`src/rtl/uart_pkg.sv`:
```
// Shared definitions for the UART receiver: parity modes, FSM state encoding
// and a bit-voting helper.
package uart_pkg;

    localparam int CHECK_NONE = 0;
    localparam int CHECK_ODD  = 1;
    localparam int CHECK_EVEN = 2;

    typedef enum logic [2:0] {
        ST_IDLE,
        ST_START,
        ST_DATA,
        ST_PARITY,
        ST_STOP
    } rx_state_t;

    function automatic logic majority3(input logic a, input logic b, input logic c);
        return (a & b) | (a & c) | (b & c);
    endfunction

endpackage

```
`src/rtl/uart_rx_sync.sv`:
```
// Two-flop synchronizer for the serial line plus a falling-edge detector on
// the synchronized value. All flops preset to 1 (idle line).
module uart_rx_sync (
    input  logic clk,
    input  logic rst,
    input  logic line,
    output logic rx,
    output logic fall
);

    logic [2:0] pipe;

    always_ff @(posedge clk or posedge rst) begin
        if (rst) begin
            pipe <= '1;
        end else begin
            pipe <= {pipe[1:0], line};
        end
    end

    assign rx   = pipe[1];
    assign fall = pipe[2] & ~pipe[1];

endmodule

```
`src/rtl/uart_rx_core.sv`:
```
// UART receiver core: start/data/parity/stop framing with centre sampling.
// Define UART_RX_MAJORITY_EN to vote each bit over samples MID-1, MID, MID+1.
module uart_rx_core
    import uart_pkg::*;
#(
    parameter int P_SYSTEM_CLK      = 50_000_000,
    parameter int P_UART_BUADRATE   = 9600,
    parameter int P_UART_DATA_WIDTH = 8,
    parameter int P_UART_STOP_WIDTH = 1,
    parameter int P_UART_CHECK      = 0
) (
    input  logic                         i_clk,
    input  logic                         i_rst,
    input  logic                         i_uart_rx,
    output logic [P_UART_DATA_WIDTH-1:0] o_user_rx_data,
    output logic                         o_user_rx_valid,
    output logic                         o_user_rx_err,
    output logic                         o_user_rx_busy
);

    localparam int DIV   = P_SYSTEM_CLK / P_UART_BUADRATE;
    localparam int MID   = DIV / 2;
    localparam int CNT_W = (DIV > 1) ? $clog2(DIV) : 1;
`ifdef UART_RX_MAJORITY_EN
    localparam int SAMPLE_AT = MID + 1;
`else
    localparam int SAMPLE_AT = MID;
`endif
    localparam logic [CNT_W-1:0] CNT_LAST   = CNT_W'(DIV - 1);
    localparam logic [CNT_W-1:0] CNT_SAMPLE = CNT_W'(SAMPLE_AT);

    rx_state_t state, next_state;

    logic                         rx;
    logic                         fall;
    logic [CNT_W-1:0]             cnt;
    logic [3:0]                   bit_cnt;
    logic                         stop_cnt;
    logic [P_UART_DATA_WIDTH-1:0] shreg;
    logic                         par_err;
    logic                         frame_err;
    logic                         sample_tick;
    logic                         bit_val;
    logic                         last_data;
    logic                         last_stop;
    logic                         parity_exp;
    logic                         frame_start;
    logic                         frame_done;

    uart_rx_sync u_sync (
        .clk  (i_clk),
        .rst  (i_rst),
        .line (i_uart_rx),
        .rx   (rx),
        .fall (fall)
    );

`ifdef UART_RX_MAJORITY_EN
    logic [1:0] early;

    always_ff @(posedge i_clk or posedge i_rst) begin
        if (i_rst) begin
            early <= '0;
        end else begin
            if (cnt == CNT_W'(MID - 1)) early[0] <= rx;
            if (cnt == CNT_W'(MID))     early[1] <= rx;
        end
    end

    assign bit_val = majority3(early[0], early[1], rx);
`else
    assign bit_val = rx;
`endif

    assign sample_tick = (cnt == CNT_SAMPLE);
    assign last_data   = (bit_cnt == 4'(P_UART_DATA_WIDTH - 1));
    assign last_stop   = (P_UART_STOP_WIDTH == 1) ? 1'b1 : stop_cnt;
    assign parity_exp  = (P_UART_CHECK == CHECK_ODD) ? ~^shreg : ^shreg;

    always_ff @(posedge i_clk or posedge i_rst) begin
        if (i_rst) begin
            state <= ST_IDLE;
        end else begin
            state <= next_state;
        end
    end

    always_comb begin
        next_state = state;
        unique case (state)
            ST_IDLE:   if (fall) next_state = ST_START;
            ST_START:  if (sample_tick) next_state = bit_val ? ST_IDLE : ST_DATA;
            ST_DATA:   if (sample_tick && last_data)
                           next_state = (P_UART_CHECK == CHECK_NONE) ? ST_STOP : ST_PARITY;
            ST_PARITY: if (sample_tick) next_state = ST_STOP;
            ST_STOP:   if (sample_tick && last_stop)
                           next_state = fall ? ST_START : ST_IDLE;
            default:   next_state = ST_IDLE;
        endcase
    end

    always_comb begin
        o_user_rx_busy = (state != ST_IDLE);
        frame_done     = (state == ST_STOP) && sample_tick && last_stop;
        frame_start    = (next_state == ST_START) && (state != ST_START);
    end

    // Frame-start clears come last so a back-to-back start overrides the stop update.
    always_ff @(posedge i_clk or posedge i_rst) begin
        if (i_rst) begin
            cnt             <= '0;
            bit_cnt         <= '0;
            stop_cnt        <= 1'b0;
            shreg           <= '0;
            par_err         <= 1'b0;
            frame_err       <= 1'b0;
            o_user_rx_data  <= '0;
            o_user_rx_valid <= 1'b0;
            o_user_rx_err   <= 1'b0;
        end else begin
            o_user_rx_valid <= 1'b0;
            o_user_rx_err   <= 1'b0;

            if (o_user_rx_busy) begin
                cnt <= (cnt == CNT_LAST) ? '0 : cnt + 1'b1;
            end

            if (sample_tick) begin
                unique case (state)
                    ST_DATA: begin
                        shreg   <= {bit_val, shreg[P_UART_DATA_WIDTH-1:1]};
                        bit_cnt <= bit_cnt + 4'd1;
                    end
                    ST_PARITY: par_err <= (bit_val != parity_exp);
                    ST_STOP: begin
                        if (!bit_val) frame_err <= 1'b1;
                        stop_cnt <= stop_cnt + 1'b1;
                    end
                    default: ;
                endcase
            end

            if (frame_done) begin
                o_user_rx_data <= shreg;
                if (frame_err || !bit_val || par_err) begin
                    o_user_rx_err <= 1'b1;
                end else begin
                    o_user_rx_valid <= 1'b1;
                end
            end

            if (frame_start) begin
                cnt       <= '0;
                bit_cnt   <= '0;
                stop_cnt  <= 1'b0;
                par_err   <= 1'b0;
                frame_err <= 1'b0;
            end
        end
    end

endmodule

```
`config.mk`:
```
export PLATFORM = sky130hd
export DESIGN_NAME = uart_rx_core
export DESIGN_NICKNAME = d
export VERILOG_FILES = /design/src/rtl/uart_pkg.sv /design/src/rtl/uart_rx_sync.sv /design/src/rtl/uart_rx_core.sv
export SDC_FILE = /design/constraint.sdc
export NUM_CORES = 1
export LEC_CHECK = 0
export BUFFER_PORTS_ARGS = -buffer_cell sky130_fd_sc_hd__buf_2
export CAP_MARGIN = 20
export CORE_UTILIZATION = 31
export DETAILED_ROUTE_END_ITERATION = 16
export PLACE_DENSITY = 0.54
export SLEW_MARGIN = 0
export SYNTH_ARGS = -nofsm -noshare
export SYNTH_HDL_FRONTEND = slang
export SYNTH_SLANG_ARGS = --single-unit
```
`constraint.sdc`:
```
create_clock -name i_clk -period 2.85 [get_ports i_clk]
set_input_delay 0.4275 -clock i_clk [delete_from_list [all_inputs] [get_ports i_clk]]
set_output_delay 0.4275 -clock i_clk [all_outputs]
set_load 0.005 [all_outputs]
```
Word level (Yosys, flattened, before mapping)
Index checks and enable logic that the tools add are counted.

operators by class
  multiply operators = 0
  magnitude comparators = 0
  bitwise gates (word level) = 2
  div/mod/pow operators = 0
  reduce and logical (&&, ||, !) cells = 18
  equality and inequality tests = 11
  shift-type cells = 0
  $add $sub $neg = 2
  multiplexer cells = 25

operators with widths
  kind                   count
  $mux 13                3
  $mux 3                 5
  $pmux 3 s5             1
  $add 13x1->13 const B  1
  $eq 13x12->1 const B   1
  $eq 13x13->1 const B   1
  $mux 1                 12
  $mux 4                 3
  $reduce_bool 2->1      5
  $reduce_xor 8->1       1
  $eq 3x1->1 const B     2
  $eq 3x2->1 const B     2
  $reduce_and 2->1       3
  $add 4x1->4 const B    1
  $eq 4x3->1 const B     1
  $eq 3x3->1 const B     1
  $logic_and 1x1->1      3
  $logic_not 3->1        1
  $ne 3x1->1 const B     1
  $reduce_and 3->1       1
  $reduce_bool 3->1      1
  $logic_or 1x1->1       2
  $mux 2                 1
  $ne 2x2->1 const B     1
  4 further kinds        4

storage, ports and cells
  bits in latches = 0
  RAM bits = 0
  memory bits (read-only) = 0
  word-level logic and storage cells = 68
  register bits after elaboration = 43
  output and inout bits = 11
  input bits = 3
  memories kept = 0

Logic depth before layout (Yosys ltp)
Gate-level depths: netlist of the first run.

  depth after elaboration = 9
  depth in mapped cells = 7
  depth with buffers taken out = 6

By module
Synthesis of the first run repeated with hierarchy kept, for this count alone.

unflattened totals
  cell total of the unflattened synthesis = 195
  area total of the unflattened synthesis = 2129.5 um^2

by module, submodules not included
  module        seq. area each (um^2)  cells an instance  times used  area an instance (um^2)
  uart_rx_core  1001.0                 190                1           2033.2
  uart_rx_sync  78.8                   5                  1           96.3

Worst setup path before layout of the first run
Ideal clock, no wire load.

  path kind = register to register
  start = register cnt[0]
  end = register shreg[0]
  arrival = 1.614 ns
  period minus slack after synthesis = 1.739 ns
  required time = 2.725 ns
  slack = 1.111 ns
  setup time = 0.125 ns
  stages on the path, launching flop included = 7
  buffers on the path = 1
  cell sequence = dfrtp_1 inv_1 ha_1 and4bb_2 nand4_1 buf_2 mux2_2

between the ends
  word-level cells in the longest chain between the ends = 2

ends and longest elaborated chain
  item                               line                 text
  start, declared                    uart_rx_core.sv:36   logic [CNT_W-1:0] cnt;
  start signal, assigned             uart_rx_core.sv:125  cnt <= (cnt == CNT_LAST) ? '0 : cnt + 1'b1;
  $eq 13x12->1                       uart_rx_core.sv:75   assign sample_tick = (cnt == CNT_SAMPLE);
  $reduce_and 2->1 (no source line)  --
  end signal, assigned               uart_rx_core.sv:131  shreg <= {bit_val, shreg[P_UART_DATA_WIDTH-1:1]};
  end, declared                      uart_rx_core.sv:39   logic [P_UART_DATA_WIDTH-1:0] shreg;

Every way passes these cells.
A chain may end at the register's enable or synchronous reset.

Worst setup path in the final report of the first run
  start = register cnt[6]
  end = register shreg[7]

Same word-level chain as after synthesis.

==> results.sh, run 1 <==
export IMPL_htreeDepth=2
export IMPL_drc=0
export IMPL_max_freq_mhz=470
export IMPL_grt_pass1_wl_mm=7.13
export IMPL_post_cts_resize_count=0
export IMPL_period_share_pct=74.6
export IMPL_critPathCapture="shreg[7]$_DFFE_PP0P_"
export IMPL_dpl_hpwl_mm=2.95
export IMPL_chipWidth_um=85.3
export IMPL_ant_nets=0
export IMPL_slew_viol_final=0
export IMPL_cts_buffer_depth=2
export IMPL_startpoint="cnt[6]$_DFFE_PP0P_"
export IMPL_peakVddDrop_v=0.000286
export IMPL_syn_inst=195
export IMPL_placed_cell_area_um2=2300
export IMPL_r2r_start="cnt[6]$_DFFE_PP0P_"
export IMPL_yosys_warnings=0
export IMPL_fin_tns_setup_ns=0
export IMPL_startpoint_type="flop"
export IMPL_fin_nets=217
export IMPL_cts_hold_fix_buffers=0
export IMPL_max_slew_margin_pct=64.4
export IMPL_p_sw_uw=398
export IMPL_synth_top_family_by_area="simple AND/OR/NAND/NOR gates"
export IMPL_setup_viol_count_final=0
export IMPL_worst_slew_pin_slew_ns=0.531
export IMPL_grt_usage_pct=12.4
export IMPL_cts_root_buf="clkbuf_8"
export IMPL_power_density_nw_per_um2=549
export IMPL_power_frac_seq_pct=55.7
export IMPL_leakage_uw=0.00109
export IMPL_final_setup_skew_ns=0.00455
export IMPL_synth_fa_ha_area_share_pct=1.75
export IMPL_reg2reg_slack_ns=0.72
export IMPL_die_h_um=85.3
export IMPL_first_global_vias=1454
export IMPL_synthTopCellsByCount="dfrtp_1, mux2_2, nand2_1"
export IMPL_synth_async_sr_flop_share_pct=100
export IMPL_end_kind="flop"
export IMPL_cts_made_buffers=5
export IMPL_synth_xor_area_share_pct=4.71
export IMPL_combinationalPowerShare_pct=15.3
export IMPL_reg2reg_depth=4
export IMPL_yosysSeqAreaShare_pct=50.2
export IMPL_core_um2=6530
export IMPL_path_class="reg2reg"
export IMPL_yosys_top_cells_area="dfrtp_1, mux2_2, dfstp_2, nand3_1, nand2_1"
export IMPL_port_buffers=13
export IMPL_synth_simple_gate_area_share_pct=21.0
export IMPL_rows=29
export IMPL_synth_largest_area_cell="dfrtp_1"
export IMPL_vias=1575
export IMPL_avgSynthCellArea_um2=11.0
export IMPL_synth_compound_area_share_pct=10.8
export IMPL_final_cell_area_um2=2380
export IMPL_syn_nets=201
export IMPL_synth_edff_count=0
export IMPL_wl_per_cell_um=14.7
export IMPL_critPathArrivalTime_ns=2.31
export IMPL_ios=14
export IMPL_period_minus_slack_ns=2.13
export IMPL_synth_area_um2=2150
export IMPL_yosysMostFrequentCell="dfrtp_1"
export IMPL_cts_sinks=43
export IMPL_clkLatencyLatePin_ns=0.29
export IMPL_power_frac_clock_pct=29.0
export IMPL_internal_power_uw=911
export IMPL_synth_distinct_cells=47
export IMPL_area_growth_pct=10.9
export IMPL_swShare_pct=30.4
export IMPL_post_cts_setup_buffers=0
export IMPL_antenna_found_initial=0
export IMPL_grt_max_degree=30
export IMPL_synthMuxAreaShare_pct=8.38
export IMPL_gp_congestion=0.802
export IMPL_rsz0062_at_grt="no"
export IMPL_hold_path_class="in2async"
export IMPL_final_hold_viol_count=0
export IMPL_gr_total_overflow=0
export IMPL_drt_wl_total_mm=4.24
export IMPL_required_ns=3.03
export IMPL_start_util_pct=32.9
export IMPL_drt_first_iter_violations=108
export IMPL_die_area_um2=7270
export IMPL_synth_ff_type="dfrtp_1"
export IMPL_dr_pass1_iters=4
export IMPL_drt_vias_per_instance=5.45
export IMPL_maxCapViolCount=0
export IMPL_cp_max_fo=10
export IMPL_drive_above_1_share_pct=23.1
export IMPL_cts_tree="yes"
export IMPL_ys_ff_latch=43
export IMPL_path_clk_slew_ns=0.08
export IMPL_outcome="complete, no violations"
export IMPL_synth_top_cell_area_share_pct=46.6
export IMPL_timing_rr_end="shreg[7]$_DFFE_PP0P_"
export IMPL_diodes=0
[sequential cells by signal, summed over array words and instances (netlist names)]
register and cells:
o_user_rx_err 1, shreg 8, o_user_rx_valid 1, state 3
frame_err 1, cnt 13, bit_cnt 4, par_err 1
u_sync.pipe 3, o_user_rx_data 8
[layout make-up]
class                      instances  area (µm²)
fill                             666        4150
sequential                        43        1080
multi-input combinational        137        1000
tap                               77        96.3
timing repair buffer              17        95.1
clock buffer                       6        72.6
inverter                           7        26.3
clock inverter                     2        12.5
[power by group through the flow]
| stage | registers, µW | logic, µW | clock network (µW) |
|---|---|---|---|
| 2_1_floorplan | 708 | 176 | 0 |
| 3_3_place_gp | 741 | 198 | 0 |
| 3_5_place_dp | 739 | 201 | 0 |
| 4_1_cts | 728 | 201 | 397 |
| 5_1_grt | 739 | 231 | 415 |
| 6_report | 730 | 200 | 379 |
[layer usage]
layer | share of wire, % | GRT usage [%] | up-vias
li1 | - | - | 763
met1 | 50 | 17.2 | 781
met2 | 46 | 19.2 | 26
met3 | 2.8 | 2.33 | 5
met4 | 1.7 | 5.00 | 0
met5 | 0 | 0 | -
[critical path: stages, from the launching register on]
cell and delay [ns]:
dfrtp_1 0.50, nor4b_4 0.48, nand4_1 0.45, buf_4 0.32, mux2_2 0.27
[worst min-delay path by stage]
stage	start	endpoint	slack, ns	cells after the start
after CTS	i_rst	o_user_rx_data[0]$_DFFE_PP0P_	0.10	2
after global routing	i_rst	o_user_rx_data[0]$_DFFE_PP0P_	0.11	2
after global placement	u_sync.pipe[0]$_DFF_PP1_	u_sync.pipe[1]$_DFF_PP1_	0.35	0
after detailed placement	u_sync.pipe[0]$_DFF_PP1_	u_sync.pipe[1]$_DFF_PP1_	0.35	0
after floorplan	u_sync.pipe[0]$_DFF_PP1_	u_sync.pipe[1]$_DFF_PP1_	0.35	0
final	i_rst	o_user_rx_data[0]$_DFFE_PP0P_	0.09	2
[through the flow]
step	util [%]	hold WS, ns	instances	setup WS (ns)	total power (µW)
after floorplan	-	0.345	195	1.11	884
after global placement	35.2	0.348	281	0.795	939
after detailed placement	35.2	0.352	281	0.727	940
after CTS	36.5	0.102	289	0.711	1330
after global routing	36.5	0.113	289	0.563	1390
final	36.5	0.0948	289	0.723	1310
[cell usage in the layout, fill, tap and decap left out, types with 4 or more instances in the layout]
master,n
nand2_1,14
nor2_1,12
a31oi_1,6
buf_2,13
o21ai_0,5
dfrtp_1,40
nor4_1,4
buf_4,4
clkbuf_8,5
a21oi_1,9
inv_1,6
nand3_1,11
mux2_2,16
a311oi_1,4
xnor2_1,6
[cell families (layout without fill, tap and decap cells)]
kind of cell               count (synthesis)  in the layout
xor gates and xnor gates                  10             10
buffers and inverters                     15             32
DFF                                       43             43
and+or+nand+nor                           73             73
AOI/OAI and AO/OA                         35             35
adders and majority gates                  3              3
muxes                                     16             16
Note: power is estimated with default switching activity, not from simulation.
==> run 2: changes to the inputs <==
clock period = 2.2 ns   (was 2.85 ns; I/O delays follow)
==> results.sh, run 2 (synthesis results as in run 1) <==
export IMPL_core_um2=6530
export IMPL_diodes=0
export IMPL_drc=0
export IMPL_wl_per_cell_um=14.5
export IMPL_drive_above_1_share_pct=24.7
export IMPL_max_slew_margin_pct=50.6
export IMPL_power_density_nw_per_um2=710
export IMPL_startpoint="cnt[0]$_DFFE_PP0P_"
export IMPL_final_hold_viol_count=0
export IMPL_rows=29
export IMPL_required_ns=2.39
export IMPL_drt_vias_per_instance=5.30
export IMPL_gp_congestion=0.798
export IMPL_grt_usage_pct=12.8
export IMPL_cts_buffer_depth=2
export IMPL_path_clk_slew_ns=0.09
export IMPL_cts_root_buf="clkbuf_8"
export IMPL_layout_commonest_cell="dfrtp_1"
export IMPL_reg_largest_list="cnt: 13 flops, o_user_rx_data: 8 flops, shreg: 8 flops"
export IMPL_max_freq_mhz=515
export IMPL_slew_viol_final=0
export IMPL_fin_ws_ns=0.257
export IMPL_grt_pass1_wl_mm=7.25
export IMPL_chipWidth_um=85.3
export IMPL_ios=14
export IMPL_final_cell_area_um2=2410
export IMPL_startpoint_type="flop"
export IMPL_dr_pass1_iters=4
export IMPL_port_buffers=13
export IMPL_largest_reg_flops=13
export IMPL_setup_viol_count_final=0
export IMPL_first_global_vias=1412
export IMPL_cts_hold_fix_buffers=0
export IMPL_final_setup_skew_ns=0.00865
export IMPL_die_h_um=85.3
export IMPL_dpl_hpwl_mm=3.01
export IMPL_rsz0062_at_grt="no"
export IMPL_peakVddDrop_v=0.000224
export IMPL_hold_path_class="in2async"
export IMPL_post_cts_resize_count=0
export IMPL_cp_max_fo=8
export IMPL_post_cts_setup_buffers=0
export IMPL_place_ws_ns=0.270
export IMPL_start_util_pct=32.9
export IMPL_power_uw=1710
export IMPL_placed_cell_area_um2=2320
export IMPL_end_kind="flop"
export IMPL_grt_max_degree=21
export IMPL_fin_tns_setup_ns=0
export IMPL_fin_nets=220
export IMPL_cts_tree="yes"
export IMPL_nFillCells=667
export IMPL_vias=1549
export IMPL_outcome="complete, no violations"
export IMPL_period_minus_slack_ns=1.94
export IMPL_gr_total_overflow=0
export IMPL_period_share_pct=88.3
export IMPL_path_class="reg2reg"
export IMPL_critPathArrivalTime_ns=2.13
export IMPL_r2r_start="cnt[0]$_DFFE_PP0P_"
export IMPL_maxCapViolCount=0
export IMPL_clkLatencyLatePin_ns=0.30
export IMPL_layout_common_cells="dfrtp_1, mux2_2, nand2_1, buf_2, nor2_1"
export IMPL_htreeDepth=2
export IMPL_leakage_uw=0.00110
export IMPL_drt_wl_total_mm=4.24
export IMPL_area_growth_pct=12.1
export IMPL_drt_first_iter_violations=105
export IMPL_cts_sinks=43
export IMPL_die_area_um2=7270
export IMPL_worst_slew_pin_slew_ns=0.736
export IMPL_antenna_found_initial=0
export IMPL_cts_made_buffers=5
export IMPL_top_register="cnt"
export IMPL_ant_nets=0
==> run 2: metrics by stage <==
stage / utilization, % / instances / hold WS (ns)
2_1_floorplan: - / 195 / 0.334
3_3_place_gp: 35.5 / 284 / 0.347
3_5_place_dp: 35.5 / 284 / 0.348
4_1_cts: 36.9 / 292 / 0.0730
5_1_grt: 36.9 / 292 / 0.101
6_report: 36.9 / 292 / 0.0523
==> run 2: critical path: stages (launching register included) <==
cell and delay, ns:
dfrtp_1 0.44, inv_1 0.10, ha_1 0.17, and4bb_2 0.31, nand4_1 0.26, buf_4 0.28
mux2_2 0.28
==> run 2: area by class of cell <==
class | count | area [µm²] | area share, %
clock inverter | 3 | 20.0 | 0.831
sequential | 43 | 1080 | 44.8
tap | 77 | 96.3 | 4.00
clock buffer | 5 | 68.8 | 2.86
multi-input combinational | 137 | 1000 | 41.5
inverter | 7 | 26.3 | 1.09
timing repair buffer | 20 | 118 | 4.88
==> run 2: path summary, 6_finish.rpt <==
path                                             to  slack, ns  cells past startpoint
setup / recovery               shreg[1]$_DFFE_PP0P_       0.26                      6
hold / removal                   cnt[3]$_DFFE_PP0P_       0.05                      2
setup reg to reg               shreg[1]$_DFFE_PP0P_       0.26                      6
hold reg to reg            u_sync.pipe[1]$_DFF_PP1_       0.36                      0
max in group asynchronous  u_sync.pipe[2]$_DFF_PP1_       1.51                      3
min in group i_clk         u_sync.pipe[0]$_DFF_PP1_       0.13                      1
==> run 2: power by group <==
group	switching [µW]	internal, µW
logic	147	112
registers	93.8	849
clock network	288	221
total	529	1180
==> run 2: per-layer routing <==
metal / track usage [%] / wire length, µm
met1: 18.8 / 2210
met2: 18.4 / 1860
met3: 2.43 / 84
met4: 5.45 / 74
met5: 0 / 0
